==> src/rtl/rx_ctrl_pkg.sv <==
// Shared state encoding and default frame geometry for the serial receive controller.
package rx_ctrl_pkg;

  typedef enum logic [1:0] {IDLE, START, DATA, STOP} rx_state_t;

  localparam int CLKS_PER_BIT_DEF  = 10;
  localparam int NUM_DATA_BITS_DEF = 8;

endpackage

==> src/rtl/rx_bit_timer.sv <==
// Up-counter that returns to zero after reaching rollover_val; flag marks the terminal count.
module rx_bit_timer #(
  parameter int WIDTH = 4
) (
  input  logic             clk,
  input  logic             n_rst,
  input  logic             clear,
  input  logic             count_enable,
  input  logic [WIDTH-1:0] rollover_val,
  output logic [WIDTH-1:0] count,
  output logic             rollover_flag
);

  logic [WIDTH-1:0] r_count;

  always_ff @(posedge clk or negedge n_rst) begin
    if (!n_rst) begin
      r_count <= '0;
    end else if (clear) begin
      r_count <= '0;
    end else if (count_enable) begin
      if (r_count == rollover_val) r_count <= '0;
      else                         r_count <= r_count + WIDTH'(1);
    end
  end

  assign count         = r_count;
  assign rollover_flag = (r_count == rollover_val);

endmodule

==> src/rtl/rx_sr_controller.sv <==
// Receive sequencer: synchronises the line, finds the start bit and paces shift_enable at mid-bit.
// state | meaning: IDLE wait for edge | START confirm start at half bit | DATA one shift per bit | STOP check stop bit
module rx_sr_controller
  import rx_ctrl_pkg::*;
#(
  parameter int CLKS_PER_BIT  = CLKS_PER_BIT_DEF,
  parameter int NUM_DATA_BITS = NUM_DATA_BITS_DEF
) (
  input  logic clk,
  input  logic n_rst,
  input  logic serial_in,
  output logic sr_serial,
  output logic shift_enable,
  output logic data_ready,
  output logic framing_error,
  output logic rx_busy
);

  localparam int TW   = $clog2(CLKS_PER_BIT);
  localparam int BW   = $clog2(NUM_DATA_BITS + 1);
  localparam int HALF = CLKS_PER_BIT / 2;

  localparam logic [TW-1:0] TC_HALF  = TW'(HALF - 1);
  localparam logic [TW-1:0] TC_BIT   = TW'(CLKS_PER_BIT - 1);
  localparam logic [BW-1:0] BIT_LAST = BW'(NUM_DATA_BITS - 1);
  localparam logic [BW-1:0] BIT_DONE = BW'(NUM_DATA_BITS);

  logic      r_sync_q1;
  logic      r_sync_q2;
  logic      r_prev;
  rx_state_t r_state;
  rx_state_t w_next_state;
  logic      r_framing_error;
  logic      w_fe_next;
  logic      w_start_edge;
  logic      w_shift_enable;
  logic      w_data_ready;

  logic          w_timer_clear;
  logic          w_timer_en;
  logic [TW-1:0] w_timer_rollover;
  logic [TW-1:0] w_timer;
  logic          w_timer_tc;
  logic [BW-1:0] w_bit_cnt;
  logic          w_bits_done;

  // Idle-high reset values keep a reset release from looking like a start edge.
  always_ff @(posedge clk or negedge n_rst) begin
    if (!n_rst) begin
      r_sync_q1 <= 1'b1;
      r_sync_q2 <= 1'b1;
      r_prev    <= 1'b1;
    end else begin
      r_sync_q1 <= serial_in;
      r_sync_q2 <= r_sync_q1;
      r_prev    <= r_sync_q2;
    end
  end

  assign w_start_edge = r_prev & ~r_sync_q2;

  assign w_timer_clear    = (r_state == IDLE);
  assign w_timer_en       = (r_state != IDLE);
  assign w_timer_rollover = (r_state == START) ? TC_HALF : TC_BIT;

  rx_bit_timer #(.WIDTH(TW)) u_bit_period (
    .clk          (clk),
    .n_rst        (n_rst),
    .clear        (w_timer_clear),
    .count_enable (w_timer_en),
    .rollover_val (w_timer_rollover),
    .count        (w_timer),
    .rollover_flag(w_timer_tc)
  );

  rx_bit_timer #(.WIDTH(BW)) u_bit_count (
    .clk          (clk),
    .n_rst        (n_rst),
    .clear        (w_timer_clear),
    .count_enable (w_shift_enable),
    .rollover_val (BIT_DONE),
    .count        (w_bit_cnt),
    .rollover_flag(w_bits_done)
  );

  always_ff @(posedge clk or negedge n_rst) begin
    if (!n_rst) begin
      r_state         <= IDLE;
      r_framing_error <= 1'b0;
    end else begin
      r_state         <= w_next_state;
      r_framing_error <= w_fe_next;
    end
  end

  always_comb begin
    w_next_state   = r_state;
    w_fe_next      = r_framing_error;
    w_shift_enable = 1'b0;
    w_data_ready   = 1'b0;
    case (r_state)
      IDLE: begin
        if (w_start_edge) begin
          w_next_state = START;
          w_fe_next    = 1'b0;
        end
      end
      START: begin
        if (w_timer_tc) w_next_state = r_sync_q2 ? IDLE : DATA;
      end
      DATA: begin
        if (w_timer_tc) begin
          w_shift_enable = 1'b1;
          if (w_bit_cnt == BIT_LAST) w_next_state = STOP;
        end
      end
      STOP: begin
        if (w_timer_tc) begin
          w_next_state = IDLE;
          if (r_sync_q2 && w_bits_done) w_data_ready = 1'b1;
          else                          w_fe_next    = 1'b1;
        end
      end
      default: w_next_state = IDLE;
    endcase
  end

  assign sr_serial     = r_sync_q2;
  assign shift_enable  = w_shift_enable;
  assign data_ready    = w_data_ready;
  assign framing_error = r_framing_error;
  assign rx_busy       = (r_state != IDLE);

endmodule
==> config.mk <==
export PLATFORM = sky130hd
export DESIGN_NAME = rx_sr_controller
export DESIGN_NICKNAME = d
export VERILOG_FILES = /design/src/rtl/rx_ctrl_pkg.sv /design/src/rtl/rx_bit_timer.sv /design/src/rtl/rx_sr_controller.sv
export SDC_FILE = /design/constraint.sdc
export NUM_CORES = 1
export LEC_CHECK = 0
export BUFFER_PORTS_ARGS = -buffer_cell sky130_fd_sc_hd__buf_4
export CAP_MARGIN = 20
export CORE_UTILIZATION = 37
export CTS_CLUSTER_DIAMETER = 60
export DETAILED_ROUTE_END_ITERATION = 12
export GPL_ROUTABILITY_DRIVEN = 0
export GPL_TIMING_DRIVEN = 0
export PLACE_DENSITY_LB_ADDON = 0.2
export SKIP_CTS_REPAIR_TIMING = 1
export SYNTH_ARGS = -nofsm -noshare
export SYNTH_HDL_FRONTEND = slang
export SYNTH_SLANG_ARGS = --single-unit
export TNS_END_PERCENT = 1
==> constraint.sdc <==
create_clock -name clk -period 1.9 [get_ports clk]
set_clock_uncertainty 0.2 [all_clocks]
set_input_delay 0.38 -clock clk [delete_from_list [all_inputs] [get_ports clk]]
set_output_delay 0.38 -clock clk [all_outputs]
set_load 0.01 [all_outputs]
Word level (Yosys, flattened, before mapping). Index checks and enable logic that the tools add are counted.

Bits in registers: 14. Bits of input ports: 3. Output and inout port bits: 5. Word-level logic and storage cells: 54.

$add $sub $neg: 2. Equality and inequality tests: 12. Multiplexer cells: 23. Bitwise logic cells: 2. Reduce and logical (&&, ||, !) cells: 8.

Operators by type and width (count): $mux 4 (7); $mux 2 (6); $add 4x1->4 const B (2); $mux 1 (8); $pmux 2 s4 (1); $reduce_bool 2->1 (4); $ne 2x1->1 const B (3); $ne 2x2->1 const B (3); $reduce_and 5->1 (1); $eq 2x2->1 const B (2); $eq 4x3->1 const B (1); $eq 4x4->1 (1); $eq 4x4->1 const B (1); $reduce_and 4->1 (1); $eq 2x1->1 const B (1); $logic_not 2->1 (1); $pmux 1 s2 (1); $and 1x1->1 (1); $logic_and 1x1->1 (1); $not 1->1 (1).

Depth between registers and ports, before layout. Gate-level depths: netlist of the first run.

Depth in word-level cells: 7. Depth in mapped cells: 5.

Modules after synthesis. Synthesis of the first run repeated with hierarchy kept, for this count alone.

Cell total of the unflattened synthesis: 84. Area total of the unflattened synthesis: 883.3 um^2.

Modules (own cells, without submodules): rx_bit_timer (times used 2, cells an instance 27, area an instance 284.0 um^2, seq. area each 100.1 um^2); rx_sr_controller (times used 1, cells an instance 30, area an instance 315.3 um^2, seq. area each 153.9 um^2).

Worst setup path before layout of the first run. OpenSTA, ideal clock, no wires.

Path type: reg-to-output. Start point: register u_bit_count.r_count[0], in the netlist u_bit_count.count[0]. End point: output data_ready. Arrival time: 1.021 ns. Data required time: 1.320 ns. Path slack: 0.299 ns. Stages on the path, launching flop included: 6. Path buffers: 0. Path through: dfrtp_1 -> inv_1 -> ha_1 -> and3b_1 -> nand2_1 -> nor2_1.

Longest elaborated chain between the ends: 5.

RTL lines: from (decl) (line rx_bit_timer.sv:14) `logic [WIDTH-1:0] r_count;`; from (signal assigned) (line rx_bit_timer.sv:23) `else r_count <= r_count + WIDTH'(1);`; $eq 4x4->1 (line rx_bit_timer.sv:28) `assign rollover_flag = (r_count == rollover_val);`; $logic_and 1x1->1 (line rx_sr_controller.sv:120) `if (r_sync_q2 && w_bits_done) w_data_ready = 1'b1;`; $mux 1 (line rx_sr_controller.sv:120); $mux 1 (line rx_sr_controller.sv:118) `if (w_timer_tc) begin`; $mux 1 (line rx_sr_controller.sv:101) `case (r_state)`; to (decl) (line rx_sr_controller.sv:14) `output logic data_ready,`.

No other way between the ends.

Worst setup path after layout of the first run.
Start point: register u_bit_period.r_count[2], in the netlist u_bit_period.count[2]. End point: output shift_enable.

Longest elaborated chain between the ends: 3.

RTL lines: from (decl) (line rx_bit_timer.sv:14); from (signal assigned) (line rx_bit_timer.sv:23); $eq 4x4->1 (line rx_bit_timer.sv:28); $mux 1 (line rx_sr_controller.sv:112) `if (w_timer_tc) begin`; $mux 1 (line rx_sr_controller.sv:101); to (decl) (line rx_sr_controller.sv:13) `output logic shift_enable,`.

No other way between the ends.

==> impl_metrics.csv, run 1 <==
group,metric,value,unit
status,status,"finished, violations left",
status,violations,"negative setup slack",
global_routing,globalRouteTotalUtil,0.142,
route,first_pass_iters,6,
clock_network,cts.clk_slew.worst_paths,0.08,ns
sta,final_hold_viol_count,0,
clock_network,cts_root_buf,"clkbuf_4",
synth,synth_top_family_by_area,"simple AND/OR/NAND/NOR gates",
pwr,powerDensity,1110,nW/um^2
route,ant_nets,0,
synth,synthCells,66,
hold_path,min_path_type,"reg -> reg",
sta,fin_crit,2.07,ns
synth,synth_nets,72,
pwr,leakage,0.399,nW
final_layout,nNetsFinal,91,
sta,finalCritPeriodShare,1.09,
setup_path,cp-end-kind,"output pin",
synth,synth.distinct_cells,32,
route,wl_per_cell,12.7,um
floorplanning,rows,15,
setup_path,cp-start-kind,"flop",
clock_network,clock_latency,0.28,ns
synth,synth.avg_cell_area,11.2,um^2
setup_path,crit_chain,"nand4b_1 > nor3_4 > buf_6",
sta,slew_headroom,0.719,
floorplanning,fp.dieH,46.7,um
sta,hold_ws,0.159,ns
floorplanning,floorplan.initialDensity,0.410,
synth,synth-edff-count,0,
clock_network,clock-sinks,14,
synth,ys_top_cells_by_area,"dfrtp_1 (37%), dfstp_2 (11%), ha_1 (5.1%), nand4b_1 (3.6%), nor2_1 (3.0%)",
synth,ys_ff_latch,14,
sta,setup_viol,3,
setup_path,crit_type,"reg -> out",
final_layout,drive_above_1_share,0.369,
synth,netlist.area_leader.share,0.372,
route,drt_iter0_markers,8,
synth,yosysTopAreaCell,"dfrtp_1",
synth,synth.area.mux_share,0,
synth,synth-compound-area-share,0.162,
synth,synth_warnings,0,
setup_path,cp_data_arrival_time,1.49,ns
global_routing,antenna_found_initial,0,
route,wirelength,1.39,mm
synth,synth_fa_ha_area_frac,0.0508,
setup_path,cp.required,1.32,ns
clock_network,cts_buffers,3,
floorplanning,core_area,1800,um^2
place,post-dp-hpwl,969,um
sta,finalMaxSlewViolations,0,
sta,setup_slack,-0.173,ns
place,portBuffers,7,
pwr,peakVddDrop,0.000650,V
final_layout,n_antenna_cell,0,
final_layout,area_growth,26.9,%
clock_network,htree_levels,1,
run,maxCapViolCount,0,
setup_path,slowest_stage,"dfrtp_1",
global_routing,grt_max_degree,15,
global_routing,globalRouteOverflowTotal,0,
sta,rsz0062_at_grt,"yes",
synth,synthSimpleGateAreaFrac,0.269,
synth,synthesis.area,739,um^2
global_routing,grt_pass1_vias,510,
global_routing,grt_pass1_wl,2.14,mm
floorplanning,die_w,46.7,um
floorplanning,io_pins,8,
route,vias,591,
clock_network,tritoncts,"yes",
synth,synth_xor_area_frac,0.0237,
setup_path,max_stage_delay,0.40,ns
synth,yosys_most_used_dff,"dfrtp_1",
setup_path,critPathMaxFanout,4,
route,drt_drc_violations_left,0,
route,vias_per_cell,5.42,
synth,ys_seq_area_frac,0.479,
sta,fin_setup_tns,-0.343,ns
clock_network,cts_buffer_depth,2,
sta,fmax,482,MHz
sta,worstMarginPinSlew,0.422,ns
floorplanning,dieArea,2180,um^2
synth,ys_async_sr_fraction,1.00,
==> layout make-up <==
class	instances	area [um^2]
clock buffers	4	36.3
fillers	176	863
inverters	3	11.3
multi-input cells	49	388
flip-flops and latches	14	358
well taps	25	31.3
repair buffers	14	114
==> registers in the layout, indices dropped and copies added, names as in the netlist <==
register / count
u_bit_count.count: 4
u_bit_period.count: 4
r_state: 2
framing_error: 1
r_prev: 1
r_sync_q1: 1
sr_serial: 1
==> per-layer routing <==
metal,global-route usage,share of wire,up-vias
met1,0.169,0.43,285
met4,0.0171,0.0087,0
met5,0,0,-
met2,0.239,0.50,20
met3,0.0706,0.062,4
li1,-,-,282
==> synth_stat cells (2+ instances only) <==
cell type	number
nor3b_1	2
nor2_1	6
ha_1	3
a22o_1	2
dfstp_2	3
nand3_1	2
inv_1	3
nor3_1	2
or3b_2	2
nand4b_1	3
nand2_1	5
nor2b_1	3
dfrtp_1	11
==> per-stage QoR <==
step | worst slack (ns) | cell area, um^2 | total power, W | utilization | instances
floorplan | 0.299 | 739 | 0.000696 | - | 66
global placement | 0.0995 | 823 | 0.000791 | 0.457 | 98
detailed placement | 0.0942 | 823 | 0.000796 | 0.457 | 98
CTS | -0.220 | 860 | 0.00101 | 0.477 | 102
global route | -0.228 | 938 | 0.00112 | 0.521 | 109
finish | -0.173 | 938 | 0.00104 | 0.521 | 109
==> cells by family (layout without fill, tap and decap cells) <==
family / count (synthesis) / after routing
adder cells (fa/ha/maj): 3 / 3
AND/OR/NAND/NOR: 32 / 32
AO/OA/AOI/OAI: 12 / 12
XOR/XNOR: 2 / 2
flip-flops: 14 / 14
buffers and inverters: 3 / 21
==> layout by cell type (no fill, tap or decap), types with 3 or more instances in the layout <==
cell type / count
buf_4: 11
clkbuf_4: 3
dfstp_2: 3
dfrtp_1: 8
inv_1: 3
nor2_1: 5
nand2_1: 5
dfrtp_2: 3
nand4b_1: 3
==> worst paths after layout <==
check / from / endpoint / slack [ns] / cells past startpoint
worst min register to register: r_sync_q1 / sr_serial / 0.16 / 0
worst max register to register: u_bit_count.count[1] / u_bit_count.count[2] / 0.28 / 5
worst min-delay path: r_sync_q1 / sr_serial / 0.16 / 0
max in group asynchronous: n_rst / r_sync_q1 / 0.99 / 2
min in group asynchronous: n_rst / r_state[0] / 0.27 / 2
worst max-delay path: u_bit_period.count[2] / shift_enable / -0.17 / 3
==> power by group <==
group | switching, W | leakage, nW | total, W | internal, W
logic | 0.000156 | 0.209 | 0.000329 | 0.000173
registers | 0.000123 | 0.169 | 0.000504 | 0.000381
clock network | 0.0000937 | 0.0210 | 0.000210 | 0.000117
==> worst max-delay path, delay by kind of cell (launching register included) <==
| kind | cells | cell delay [ns] |
|---|---|---|
| AND/OR/NAND/NOR | 2 | 0.67 |
| flip-flops | 1 | 0.40 |
| buffers and inverters | 1 | 0.14 |
Note: power is estimated with default switching activity, not from simulation.
==> run 2, diff against run 1 <==
CELL_PAD_IN_SITES_DETAIL_PLACEMENT = 1   (was not set)
CELL_PAD_IN_SITES_GLOBAL_PLACEMENT = 1   (was not set)
SKIP_CTS_REPAIR_TIMING = not set   (was 1)
==> run 2 against run 1 <==
- the flow still finishes with violations (negative setup slack)
- first-iteration DRC count is 13% lower
- critical path type unchanged
- register-to-register slack lost 0.15 ns
- cell count up 4.6%
- hold slack better by 0.00098 ns
- clock power barely moved
- largest cell class unchanged
- highest routed layer unchanged
- largest power group unchanged
==> impl_metrics.csv, run 2 (synthesized netlist as in run 1, its figures left out) <==
group,metric,value,unit
status,status,"finished, violations left",
status,violations,"negative setup slack",
setup_path,cp.required,1.32,ns
setup_path,cp_data_arrival_time,1.33,ns
pwr,powerDensity,1110,nW/um^2
floorplanning,floorplan.initialDensity,0.410,
sta,setup_viol,1,
pwr,power.switching,0.000402,W
pwr,clockPowerShare,0.189,
clock_network,cts_buffer_depth,2,
route,vias,593,
global_routing,grt_pass1_vias,519,
hold_path,min_path_type,"reg -> reg",
route,wirelength,1.58,mm
route,drt_drc_violations_left,0,
sta,worstMarginPinSlew,0.319,ns
clock_network,htree_levels,1,
pwr,peakVddDrop,0.000676,V
floorplanning,dieArea,2180,um^2
clock_network,cts_root_buf,"clkbuf_4",
clock_network,cts.clk_slew.worst_paths,0.08,ns
clock_network,clock-sinks,14,
route,wl_per_cell,13.8,um
floorplanning,rows,15,
clock_network,tritoncts,"yes",
global_routing,grt_pass1_wl,2.48,mm
sta,rsz0062_at_grt,"yes",
floorplanning,die_w,46.7,um
route,met1Wirelength,794,um
floorplanning,fp.dieH,46.7,um
setup_path,cp-start-kind,"flop",
floorplanning,core_area,1800,um^2
setup_path,critPathMaxFanout,2,
pwr,p_comb_frac,0.350,
pwr,seqPwrFrac,0.461,
sta,fin_crit,1.91,ns
final_layout,fin_area,1000,um^2
final_layout,layout_common_cells,"buf_4 (16), dfrtp_1 (7), nor2_1 (4), nand2_1 (4), dfrtp_2 (4)",
route,highest_layer,"met4",
final_layout,n_antenna_cell,0,
floorplanning,io_pins,8,
sta,finalCritPeriodShare,1.01,
pwr,leakage,0.423,nW
route,first_pass_iters,4,
setup_path,r2r_setup_slack,0.13,ns
sta,fmax,523,MHz
final_layout,nNetsFinal,96,
final_layout,drive_above_1_share,0.483,
global_routing,globalRouteOverflowTotal,0,
route,routed-wl-met2,716,um
pwr,p_int,0.000708,W
setup_path,crit_type,"reg -> out",
place,post_dp_cell_area,823,um^2
sta,final_hold_viol_count,0,
sta,slew_headroom,0.787,
place,post-dp-hpwl,1.07,mm
clock_network,cts_buffers,3,
final_layout,layout_commonest_cell,"buf_4",
final_layout,nFillCells,206,
route,ant_nets,0,
clock_network,clock_latency,0.28,ns
sta,finalMaxSlewViolations,0,
final_layout,area_growth,35.2,%
global_routing,grt_max_degree,15,
route,dr_wl_met3,51,um
setup_path,cp-end-kind,"output pin",
sta,setup_slack,-0.0137,ns
route,vias_per_cell,5.20,
final_layout,fin_util,0.555,
global_routing,globalRouteTotalUtil,0.169,
route,drt_iter0_markers,7,
pwr,switching_share,0.362,
place,portBuffers,7,
run,maxCapViolCount,0,
global_routing,antenna_found_initial,0,
run 2: metal layers:
| metal | GRT usage | vias to the layer above |
|---|---|---|
| li1 | - | 295 |
| met1 | 0.247 | 285 |
| met2 | 0.233 | 9 |
| met3 | 0.0588 | 4 |
| met4 | 0.0514 | 0 |
| met5 | 0 | - |
run 2: worst max-delay path, cell delays in order (launching register included):
cell     delay (ns)
dfrtp_1        0.39
inv_2          0.08
ha_4           0.12
and3b_2        0.21
nand2_2        0.06
nor2_2         0.07
buf_4          0.12
run 2: cell type report:
cell class	count	area [um^2]	share of cell area
multi-input cells	49	410	0.411
inverters	3	11.3	0.0113
well taps	25	31.3	0.0313
flip-flops and latches	14	359	0.359
repair buffers	19	151	0.151
clock buffers	4	36.3	0.0363
run 2: path summary, 6_finish.rpt:
path	startpoint	endpoint	depth (start not counted)
min in group asynchronous	n_rst	u_bit_count.count[0]	2
max in group asynchronous	n_rst	r_prev	2
setup reg to reg	u_bit_count.count[1]	u_bit_count.count[2]	6
hold reg to reg	r_sync_q1	sr_serial	0
hold / removal	r_sync_q1	sr_serial	0
setup / recovery	u_bit_count.count[1]	data_ready	6
run 2: timing repair:
item | in CTS | in global routing
pin swaps | 5 | 3
hold endpoints to repair | 15 | 0
gates resized for setup | 11 | 6
setup buffers | 6 | 4
hold buffers | 2 | 0
setup endpoints to repair | 3 | 3
run 2: through the flow:
stage | total power (W) | hold WS, ns | setup TNS [ns] | worst slack (ns) | std cells
after floorplan | 0.000696 | -0.116 | 0 | 0.299 | 66
after global placement | 0.000798 | 0.0407 | 0 | 0.0710 | 98
after detailed placement | 0.000806 | 0.0411 | 0 | 0.0968 | 98
after CTS | 0.00109 | 0.163 | -0.107 | -0.0707 | 110
after global routing | 0.00118 | 0.169 | -0.104 | -0.0909 | 114
final | 0.00111 | 0.159 | -0.0137 | -0.0137 | 114
run 2: power by group through the flow:
stage / Clock [W] / Combinational (W) / Sequential (W)
2_1_floorplan: 0 / 0.000215 / 0.000481
3_3_place_gp: 0 / 0.000289 / 0.000509
3_5_place_dp: 0 / 0.000298 / 0.000508
4_1_cts: 0.000222 / 0.000360 / 0.000508
5_1_grt: 0.000228 / 0.000429 / 0.000527
6_report: 0.000210 / 0.000388 / 0.000512
